$ cat src/rtl/booth_pkg.sv
// Shared types for the radix-4 Booth multiplier: FSM states, recode digits
// and the triple-to-digit recoding function.
package booth_pkg;

  typedef enum logic [1:0] {
    IDLE,
    RUN,
    DONE
  } booth_state_t;

  typedef enum logic [2:0] {
    ZERO,
    POS1,
    POS2,
    NEG1,
    NEG2
  } booth_digit_t;

  // Triple is {q[2i+1], q[2i], q[2i-1]}.
  function automatic booth_digit_t booth_recode(input logic [2:0] triple);
    booth_digit_t d;
    case (triple)
      3'b001, 3'b010: d = POS1;
      3'b011:         d = POS2;
      3'b100:         d = NEG2;
      3'b101, 3'b110: d = NEG1;
      default:        d = ZERO;
    endcase
    return d;
  endfunction

endpackage

$ cat src/rtl/booth_pp_sel.sv
// Radix-4 Booth partial-product selector: digit(triple) * mcand as a signed
// WIDTH+3 bit value; negation by invert-plus-one.
module booth_pp_sel
  import booth_pkg::*;
#(
  parameter int unsigned WIDTH = 8
) (
  input  logic [WIDTH+1:0] mcand,
  input  logic [2:0]       triple,
  output logic [WIDTH+2:0] pp
);

  localparam logic [WIDTH+2:0] PP_ONE = {{(WIDTH+2){1'b0}}, 1'b1};

  logic [WIDTH+2:0] m1;
  logic [WIDTH+2:0] m2;
  logic [WIDTH+2:0] mag;
  logic             neg;

  assign m1 = {mcand[WIDTH+1], mcand};
  assign m2 = {mcand, 1'b0};

  always_comb begin
    mag = '0;
    neg = 1'b0;
    case (booth_recode(triple))
      POS1: mag = m1;
      POS2: mag = m2;
      NEG1: begin
        mag = m1;
        neg = 1'b1;
      end
      NEG2: begin
        mag = m2;
        neg = 1'b1;
      end
      default: mag = '0;
    endcase
  end

  assign pp = neg ? ((~mag) + PP_ONE) : mag;

endmodule

$ cat src/rtl/booth_r4_seq_mul.sv
// Iterative radix-4 Booth multiplier with start/busy/done handshake.
// Optional BOOTH_UNSIGNED_EN adds the tc port and an extra recode step.
module booth_r4_seq_mul
  import booth_pkg::*;
#(
  parameter  int unsigned WIDTH = 8,
  localparam int unsigned PW    = 2 * WIDTH
) (
  input  logic             clk,
  input  logic             rst,
  input  logic             start,
  input  logic [WIDTH-1:0] a,
  input  logic [WIDTH-1:0] b,
`ifdef BOOTH_UNSIGNED_EN
  input  logic             tc,
`endif
  output logic             busy,
  output logic             done,
  output logic [PW-1:0]    product
);

`ifdef BOOTH_UNSIGNED_EN
  localparam int unsigned OW = WIDTH + 2;
`else
  localparam int unsigned OW = WIDTH;
`endif
  localparam int unsigned K    = OW / 2;
  localparam int unsigned CW   = $clog2(K);
  localparam int unsigned ACCW = PW + 2;
  localparam logic [CW-1:0] CNT_LAST = CW'(K - 1);
  localparam logic [CW-1:0] CNT_ONE  = CW'(1);

  booth_state_t state_q, state_d;
  logic         accept;
  logic         last;

  logic [OW-1:0]    a_q;
  logic [OW-1:0]    q_q;
  logic             q_m1_q;
  logic [CW-1:0]    cnt_q;
  logic [ACCW-1:0]  acc_q;
  logic [ACCW-1:0]  acc_next;
  logic [PW-1:0]    prod_q;

  logic [OW-1:0]    a_ext;
  logic [OW-1:0]    b_ext;
  logic [WIDTH+1:0] mcand;
  logic [WIDTH+2:0] pp;
  logic [ACCW-1:0]  pp_ext;

`ifdef BOOTH_UNSIGNED_EN
  assign a_ext = {{2{tc & a[WIDTH-1]}}, a};
  assign b_ext = {{2{tc & b[WIDTH-1]}}, b};
  assign mcand = a_q;
`else
  assign a_ext = a;
  assign b_ext = b;
  assign mcand = {{2{a_q[WIDTH-1]}}, a_q};
`endif

  booth_pp_sel #(
    .WIDTH(WIDTH)
  ) u_pp_sel (
    .mcand (mcand),
    .triple({q_q[1:0], q_m1_q}),
    .pp    (pp)
  );

  // The multiplier register shifts right by 2 each step, so the triple is
  // always taken from its bottom; the partial product carries the 4^i weight.
  assign pp_ext   = {{(ACCW-(WIDTH+3)){pp[WIDTH+2]}}, pp};
  assign acc_next = acc_q + (pp_ext << {cnt_q, 1'b0});

  always_ff @(posedge clk or posedge rst) begin
    if (rst) state_q <= IDLE;
    else     state_q <= state_d;
  end

  always_comb begin
    state_d = state_q;
    accept  = 1'b0;
    last    = 1'b0;
    case (state_q)
      IDLE: begin
        if (start) begin
          accept  = 1'b1;
          state_d = RUN;
        end
      end
      RUN: begin
        if (cnt_q == CNT_LAST) begin
          last    = 1'b1;
          state_d = DONE;
        end
      end
      DONE: begin
        if (start) begin
          accept  = 1'b1;
          state_d = RUN;
        end else begin
          state_d = IDLE;
        end
      end
      default: state_d = IDLE;
    endcase
  end

  always_ff @(posedge clk or posedge rst) begin
    if (rst) begin
      a_q    <= '0;
      q_q    <= '0;
      q_m1_q <= 1'b0;
      cnt_q  <= '0;
      acc_q  <= '0;
      prod_q <= '0;
    end else if (accept) begin
      a_q    <= a_ext;
      q_q    <= b_ext;
      q_m1_q <= 1'b0;
      cnt_q  <= '0;
      acc_q  <= '0;
    end else if (state_q == RUN) begin
      q_q    <= {2'b00, q_q[OW-1:2]};
      q_m1_q <= q_q[1];
      cnt_q  <= cnt_q + CNT_ONE;
      acc_q  <= acc_next;
      if (last) prod_q <= acc_next[PW-1:0];
    end
  end

  assign busy    = (state_q == RUN);
  assign done    = (state_q == DONE);
  assign product = prod_q;

endmodule

$ cat config.mk
export PLATFORM = sky130hd
export DESIGN_NAME = booth_r4_seq_mul
export DESIGN_NICKNAME = d
export VERILOG_FILES = /design/src/rtl/booth_pkg.sv /design/src/rtl/booth_pp_sel.sv /design/src/rtl/booth_r4_seq_mul.sv
export SDC_FILE = /design/constraint.sdc
export NUM_CORES = 1
export LEC_CHECK = 0
export ABC_CLOCK_PERIOD_IN_PS = 3700
export CAP_MARGIN = 10
export CORE_MARGIN = 2
export CORE_UTILIZATION = 52
export CTS_CLUSTER_DIAMETER = 30
export CTS_CLUSTER_SIZE = 12
export DETAILED_ROUTE_END_ITERATION = 8
export PLACE_DENSITY = 0.8
export SYNTH_ARGS = -nofsm -noshare
export SYNTH_HDL_FRONTEND = slang
export SYNTH_SLANG_ARGS = --single-unit
$ cat constraint.sdc
create_clock -name clk -period 3.7 [get_ports clk]
set_input_delay 0.74 -clock clk [delete_from_list [all_inputs] [get_ports clk]]
set_output_delay 0.74 -clock clk [all_outputs]
set_load 0.005 [all_outputs]
==> results of run 1 <==
-- worst max path at each step --
stage	end	depth (start not counted)
after floorplan	acc_q[15]	20
after global placement	product[14]	22
after detailed placement	acc_q[15]	20
after CTS	product[14]	20
after global routing	acc_q[14]	23
final	acc_q[15]	21
-- sequential cells by signal, summed over array words and instances (netlist names) --
name	count
a_q	8
acc_q	16
cnt_q	2
product	16
q_m1_q	1
q_q	8
state_q	2
-- timing repair --
action | CTS | global route
endpoints found under the setup margin | 15 | 21
setup buffers | 3 | 6
gates resized for setup | 44 | 37
pin swaps | 20 | 25
-- cells by family after synthesis --
group,synth area share
AO/OA/AOI/OAI,0.248
XOR/XNOR,0.0330
adder cells (fa/ha/maj),0.0760
buffers and inverters,0.0366
flip-flops,0.356
multiplexers,0.0689
AND/OR/NAND/NOR,0.181
-- Yosys cell counts (all sizes together) (13+ instances only) --
| cell type | number |
|---|---|
| a21oi | 26 |
| a22o | 15 |
| clkbuf | 15 |
| dfrtp | 53 |
| ha | 21 |
| inv | 16 |
| mux2 | 16 |
| nand2 | 54 |
| nand3 | 13 |
| nor2 | 27 |
| o21ai | 34 |
-- routing by layer --
layer  GRT usage  vias up
met5           0        -
met4      0.0744        0
met3      0.0317       55
met2       0.494      183
met1       0.345     1859
li1            -     1727
-- through the flow --
step / hold WS, ps / setup slack (ps)
floorplan: 446 / -190
finish: 484 / -331
global placement: 462 / -211
detailed placement: 465 / -402
global route: 516 / -503
CTS: 488 / -262
-- area by class of cell --
class                   instances  area [µm²]
clock buffers                   6        82.6
clock inverters                 2        13.8
fillers                       468        1680
inverters                      16        62.6
multi-input cells             330        2580
flip-flops and latches         53        1330
well taps                      96         120
repair buffers                118         996
-- tightest hold or removal path: stages (launching register included) --
cell and delay (ps):
dfrtp_1 350, nand2_1 50, o31ai_1 50
==> flow_summary.ini, run 1 <==
[detailed_routing]
via_per_inst = 6.16
drt-total-wl_um = 11200
ant_nets = 0
wl_per_cell_um = 18.0
met2_length_um = 5650
drtIter0Drc = 378
dr.pass1.iters = 5
route.detailed.drc = 0
vias = 3824
wl_met1_um = 4480
top_layer = met4
wl_met3_um = 600

[worst_hold_path]
hold_path_class = reg2reg
holdPathStages = 2
min-delay-start = product[12]
hold_path_end = product[12]

[yosys]
ys_types = 62
synth_flop_cell = dfrtp_1
synth_area_um2 = 3720
avgSynthCellArea_um2 = 8.92
yosysTopAreaCell = dfrtp_1
synthesis.instances = 417
ys_ff_latch = 53
syn-num-nets = 458
synth_top_area_frac = 0.356
synthTopCellsByArea = dfrtp_1 36%, ha_1 7.1%, nand2_1 5.4%
ys_warn_count = 0
yosysSeqAreaShare = 0.356
async_flop_share = 1.00
synth-edff-count = 0

[grt]
gr-total-overflow = 0
grt_pass1_vias = 3667
grt_pass1_wl_um = 16900
antenna_found_initial = 0
grt_max_degree = 54
grt_usage = 0.273

[finish]
post-route-util = 0.755
final_nets = 565
design_area_um2 = 5190
mostFrequentLayoutCells = 79 x buf_4, 53 x nand2_1, 51 x dfrtp_1
synthToLayoutAreaGrowth_pct = 39.4
drive_gt1_frac = 0.347
final_common_cell = buf_4
stdcell_count = 621
diodes = 0

[worst_setup_path]
cp_cell_sequence = inv_4, ha_4, or2_4, nor2_4, a22oi_2, ha_2, and3_4, and2_4, a21oi_4, buf_4, xnor2_2, a21oi_2, a22oi_2, ha_1, a21oi_2, nor2b_2, nor3_2, a21oi_2, a311oi_2, or4_4, nand3_2
rr_worst_depth = 21
arrival_ps = 4290
worst_setup_path_end_kind = register
max_stage_delay_ps = 540
critPathMostFrequentCell = a21oi_2
crit_path_max_fanout = 5
start_kind = register
r2r-start = q_m1_q
path_delay_family = simple AND/OR/NAND/NOR gates
regToRegSetupSlack_ps = -330
critPathLaunch = q_m1_q
crit_buf_inv = 2
path_class = reg2reg
critPathRequiredTime_ps = 3960
timing.rr.end = acc_q[15]
crit_path_top_delay_cell = or4_4

[floorplanning]
dieWidth_um = 88.6
coreArea_um2 = 6870
io_pins = 37
die-area_um2 = 7850
fp-row-count = 30
initial_core_util = 0.542
die_y_um = 88.6

[timing]
period_share = 1.09
setup-violations-final = 17
worst_pin_slew_ps = 588
period_needed_ps = 4030
fin_tns_setup_ps = -3000
rsz0062_at_grt = true
timing_hold_violations_final = 0
maxSlewHeadroom = 0.607
fin_ws_ps = -331
fmax_mhz = 248
final_max_slew_viol_count = 0
clock-skew-final_ps = 11.2

[place]
dpl-instance-area_um2 = 4700
io_buffers = 36
dp.cells = 603
gp_congestion = 0.897
dp_hpwl_um = 7030

[run]
max_cap_viol_count = 0

[clock_tree]
cts_root_buf = clkbuf_8
cts_buffer_depth = 2
path_clk_slew_ps = 100
ctsHoldBuffers = 0
clock-sinks = 53
clk_latency_ps = 310
cts_tree = built
h-tree-depth = 2
cts_buffers = 5

[status]
violations = setup timing
outcome = finished with violations
Power of run 1 is not shown: default switching activity piles up to over one toggle a cycle in this logic, so the estimate is an artifact.
==> run 2, diff against run 1 <==
==> constraint.sdc (replaced) <==
create_clock -name clk -period 3.7 [get_ports clk]
set_input_delay 0.37 -clock clk [delete_from_list [all_inputs] [get_ports clk]]
set_output_delay 0.37 -clock clk [all_outputs]
set_load 0.005 [all_outputs]
==> flow_summary.ini, run 2 (synthesized netlist as in run 1, its figures left out) <==
[floorplanning]
die-area_um2 = 7850
coreArea_um2 = 6870
die_y_um = 88.6
initial_core_util = 0.542
dieWidth_um = 88.6
io_pins = 37
fp-row-count = 30

[timing]
final_max_slew_viol_count = 0
setup-violations-final = 13
period_needed_ps = 4020
rsz0062_at_grt = true
clock-skew-final_ps = 7.84
fin_ws_ps = -321
period_share = 1.09
timing_hold_violations_final = 0
worst_pin_slew_ps = 579
maxSlewHeadroom = 0.614
fin_tns_setup_ps = -2310
fmax_mhz = 249

[worst_setup_path]
worst_setup_path_end_kind = register
cp_cell_sequence = inv_2, ha_4, or2_4, nor2_4, a22oi_2, ha_2, and3_4, and2_4, and2_4, mux2i_2, o221ai_2, o21ai_1, ha_2, o21ai_1, nor2_2, buf_4, nor2_4, a211oi_2, o41a_1, mux2i_1, o2111ai_1
max_stage_delay_ps = 430
path_class = reg2reg
regToRegSetupSlack_ps = -320
timing.rr.end = product[14]
start_kind = register
r2r-start = q_m1_q
arrival_ps = 4220
rr_worst_depth = 21
crit_path_max_fanout = 5
crit_path_top_delay_cell = dfrtp_2
critPathRequiredTime_ps = 3900
crit_buf_inv = 2
path_delay_family = compound AO/OA/AOI/OAI gates

[detailed_routing]
via_per_inst = 5.91
drtIter0Drc = 364
ant_nets = 0
wl_per_cell_um = 16.2
vias = 3655
drt-total-wl_um = 10000
route.detailed.drc = 0
dr.pass1.iters = 5

[finish]
mostFrequentLayoutCells = 78 x buf_4, 54 x nand2_1, 51 x dfrtp_1
final_common_cell = buf_4
register_area_um2 = 1330
stdcell_count = 618
diodes = 0
synthToLayoutAreaGrowth_pct = 36.1
final_nets = 562
drive_gt1_frac = 0.318
fill_cells = 468
multi_input_area_um2 = 2500

[clock_tree]
cts_buffer_depth = 2
cts_tree = built
cts_buffers = 5
clk_latency_ps = 320
cts_root_buf = clkbuf_8
h-tree-depth = 2
ctsHoldBuffers = 0
clock-sinks = 53
path_clk_slew_ps = 100

[status]
outcome = finished with violations
violations = setup timing

[place]
gp_congestion = 0.901
io_buffers = 36
dp.cells = 604
dp_hpwl_um = 7000

[grt]
antenna_found_initial = 0
grt_pass1_vias = 3591
grt_usage = 0.266
grt_max_degree = 28
grt_pass1_wl_um = 16400
gr-total-overflow = 0

[worst_hold_path]
hold_path_class = in2async

[run]
max_cap_viol_count = 0
-- run 2: per-layer routing --
layer,part of all wire,up-vias,global-route usage
met3,0.043,26,0.0401
met4,0.023,0,0.0840
li1,-,1736,-
met1,0.42,1764,0.334
met2,0.51,129,0.470
met5,0,-,0
-- run 2: worst max path at each step --
stage               cells past startpoint           to   start  slack (ps)
floorplan                              20    acc_q[15]  q_q[0]        -190
global placement                       22  product[14]  q_q[0]        -220
detailed placement                     22  product[14]  q_q[0]        -370
CTS                                    21    acc_q[15]  q_q[0]        -220
global route                           21  product[14]  q_m1_q        -510
finish                                 21  product[14]  q_m1_q        -320
-- run 2: per-stage QoR --
step	hold WS, ps	setup WS, ps	util	instance area (µm²)
floorplan	446	-190	-	3750
global placement	462	-221	0.685	4700
finish	414	-321	0.737	5060
detailed placement	470	-373	0.685	4700
global route	474	-512	0.737	5060
CTS	449	-217	0.708	4860
-- run 2: what timing repair did --
action / 4_1_cts / 5_1_grt
buffers inserted: 0 / 6
pin swaps: 4 / 20
endpoints found under the setup margin: 16 / 20
gates resized for setup: 22 / 38
-- run 2: layout make-up --
cell class	instances	area share
inverters	16	0.0124
well taps	96	0.0237
clock buffers	6	0.0163
repair buffers	115	0.189
flip-flops and latches	53	0.262
clock inverters	2	0.00272
multi-input cells	330	0.494
Power of run 2 is left out for the same reason.
==> run 3, diff against run 2 <==
- CORE_MARGIN: 2 -> 4
==> flow_summary.ini, run 3 (synthesized netlist as in run 1, its figures left out) <==
[status]
outcome = finished with violations
violations = setup timing

[timing]
period_needed_ps = 4030
rsz0062_at_grt = true
clock-skew-final_ps = 7.13
maxSlewHeadroom = 0.596
timing_hold_violations_final = 0
worst_pin_slew_ps = 605
fin_tns_setup_ps = -2300
holdWs_ps = 438
fin_ws_ps = -331
period_share = 1.09
setup-violations-final = 15
fmax_mhz = 248
final_max_slew_viol_count = 0

[grt]
grt_pass1_vias = 3678
grt_use_met1 = 0.285
grt_use_met2 = 0.425
antenna_found_initial = 0
grt_max_degree = 28
grt_use_met3 = 0.0349
grt_pass1_wl_um = 16700
gr-total-overflow = 0
busiest_layer = met2
grt_usage = 0.237

[detailed_routing]
drt-total-wl_um = 10900
route.detailed.drc = 0
drtIter0Drc = 445
dr.pass1.iters = 6
via_per_inst = 6.11
ant_nets = 0
wl_per_cell_um = 17.7
vias = 3784

[worst_setup_path]
timing.rr.end = acc_q[15]
path_delay_family = simple AND/OR/NAND/NOR gates
path_class = reg2reg
start_kind = register
cp_cell_sequence = ha_2, mux2i_4, nor2_4, a22oi_2, ha_2, and3_4, and2_4, a21oi_4, buf_4, xnor2_2, a21oi_1, a22oi_1, ha_1, a21oi_2, nor2b_1, nor3_2, a21oi_2, a311oi_2, or4_1, nand3_1
crit_path_max_fanout = 5
r2r-start = q_q[0]
crit_path_top_delay_cell = or4_1
max_stage_delay_ps = 510
worst_setup_path_end_kind = register
rr_worst_depth = 20
regToRegSetupSlack_ps = -330
crit_buf_inv = 1
critPathRequiredTime_ps = 3950
arrival_ps = 4290

[finish]
multi_input_area_um2 = 2530
drive_gt1_frac = 0.329
mostFrequentLayoutCells = 77 x buf_4, 53 x nand2_1, 51 x dfrtp_1
final_nets = 563
final_common_cell = buf_4
synthToLayoutAreaGrowth_pct = 37.3
diodes = 0
register_area_um2 = 1330
post-route-util = 0.744
fill_cells = 472

[clock_tree]
ctsHoldBuffers = 0
cts_tree = built
clock-sinks = 53
cts_buffers = 5
path_clk_slew_ps = 100
cts_buffer_depth = 2
clk_latency_ps = 310
h-tree-depth = 2
cts_root_buf = clkbuf_8

[place]
place_ws_ps = -372
dp_hpwl_um = 7320
gp_congestion = 0.876
io_buffers = 36

[floorplanning]
coreArea_um2 = 6870
io_pins = 37
fp-row-count = 30
die-area_um2 = 8570
die_y_um = 92.6
initial_core_util = 0.542
dieWidth_um = 92.6

[run]
max_cap_viol_count = 0

[worst_hold_path]
hold_path_class = in2async
[run 3: cell types whose count changed in the layout (fill, tap and decap cells not counted), sizes merged]
cell and change:
clkinvlp +1, buf +1, clkbuf -1, clkinv -1
inv +1
[run 3: routing by layer]
| layer | share of wire | wire [µm] |
|---|---|---|
| met1 | 0.40 | 4410 |
| met2 | 0.50 | 5520 |
| met3 | 0.061 | 665 |
| met4 | 0.031 | 336 |
| met5 | 0 | 0 |
[run 3: worst max-delay path by stage]
stage	from	end	slack, ps	cells after the start
2_1_floorplan	q_q[0]	acc_q[15]	-190	20
3_3_place_gp	q_q[0]	product[14]	-180	19
3_5_place_dp	q_q[0]	acc_q[15]	-370	20
4_1_cts	q_q[0]	product[14]	-220	20
5_1_grt	q_q[0]	acc_q[15]	-460	22
6_report	q_q[0]	acc_q[15]	-330	20
[run 3: timing repair]
item | CTS | global route
setup endpoints to repair | 19 | 20
resized for setup | 32 | 40
gates cloned | 0 | 0
buffers inserted | 1 | 7
pin swaps | 12 | 26
[run 3: metrics by stage]
step,instances,cell area (µm²)
final,619,5110
after global placement,603,4700
after CTS,612,4890
after floorplan,417,3750
after global routing,619,5110
after detailed placement,603,4700
[run 3: layout make-up]
cell class                      count  area share
Tap cell                           96      0.0235
Sequential cell                    53       0.260
Clock inverter                      3     0.00416
Timing Repair Buffer              116       0.190
Inverter                           16      0.0122
Clock buffer                        5      0.0135
Multi-Input combinational cell    330       0.496
Power of run 3 is left out for the same reason.
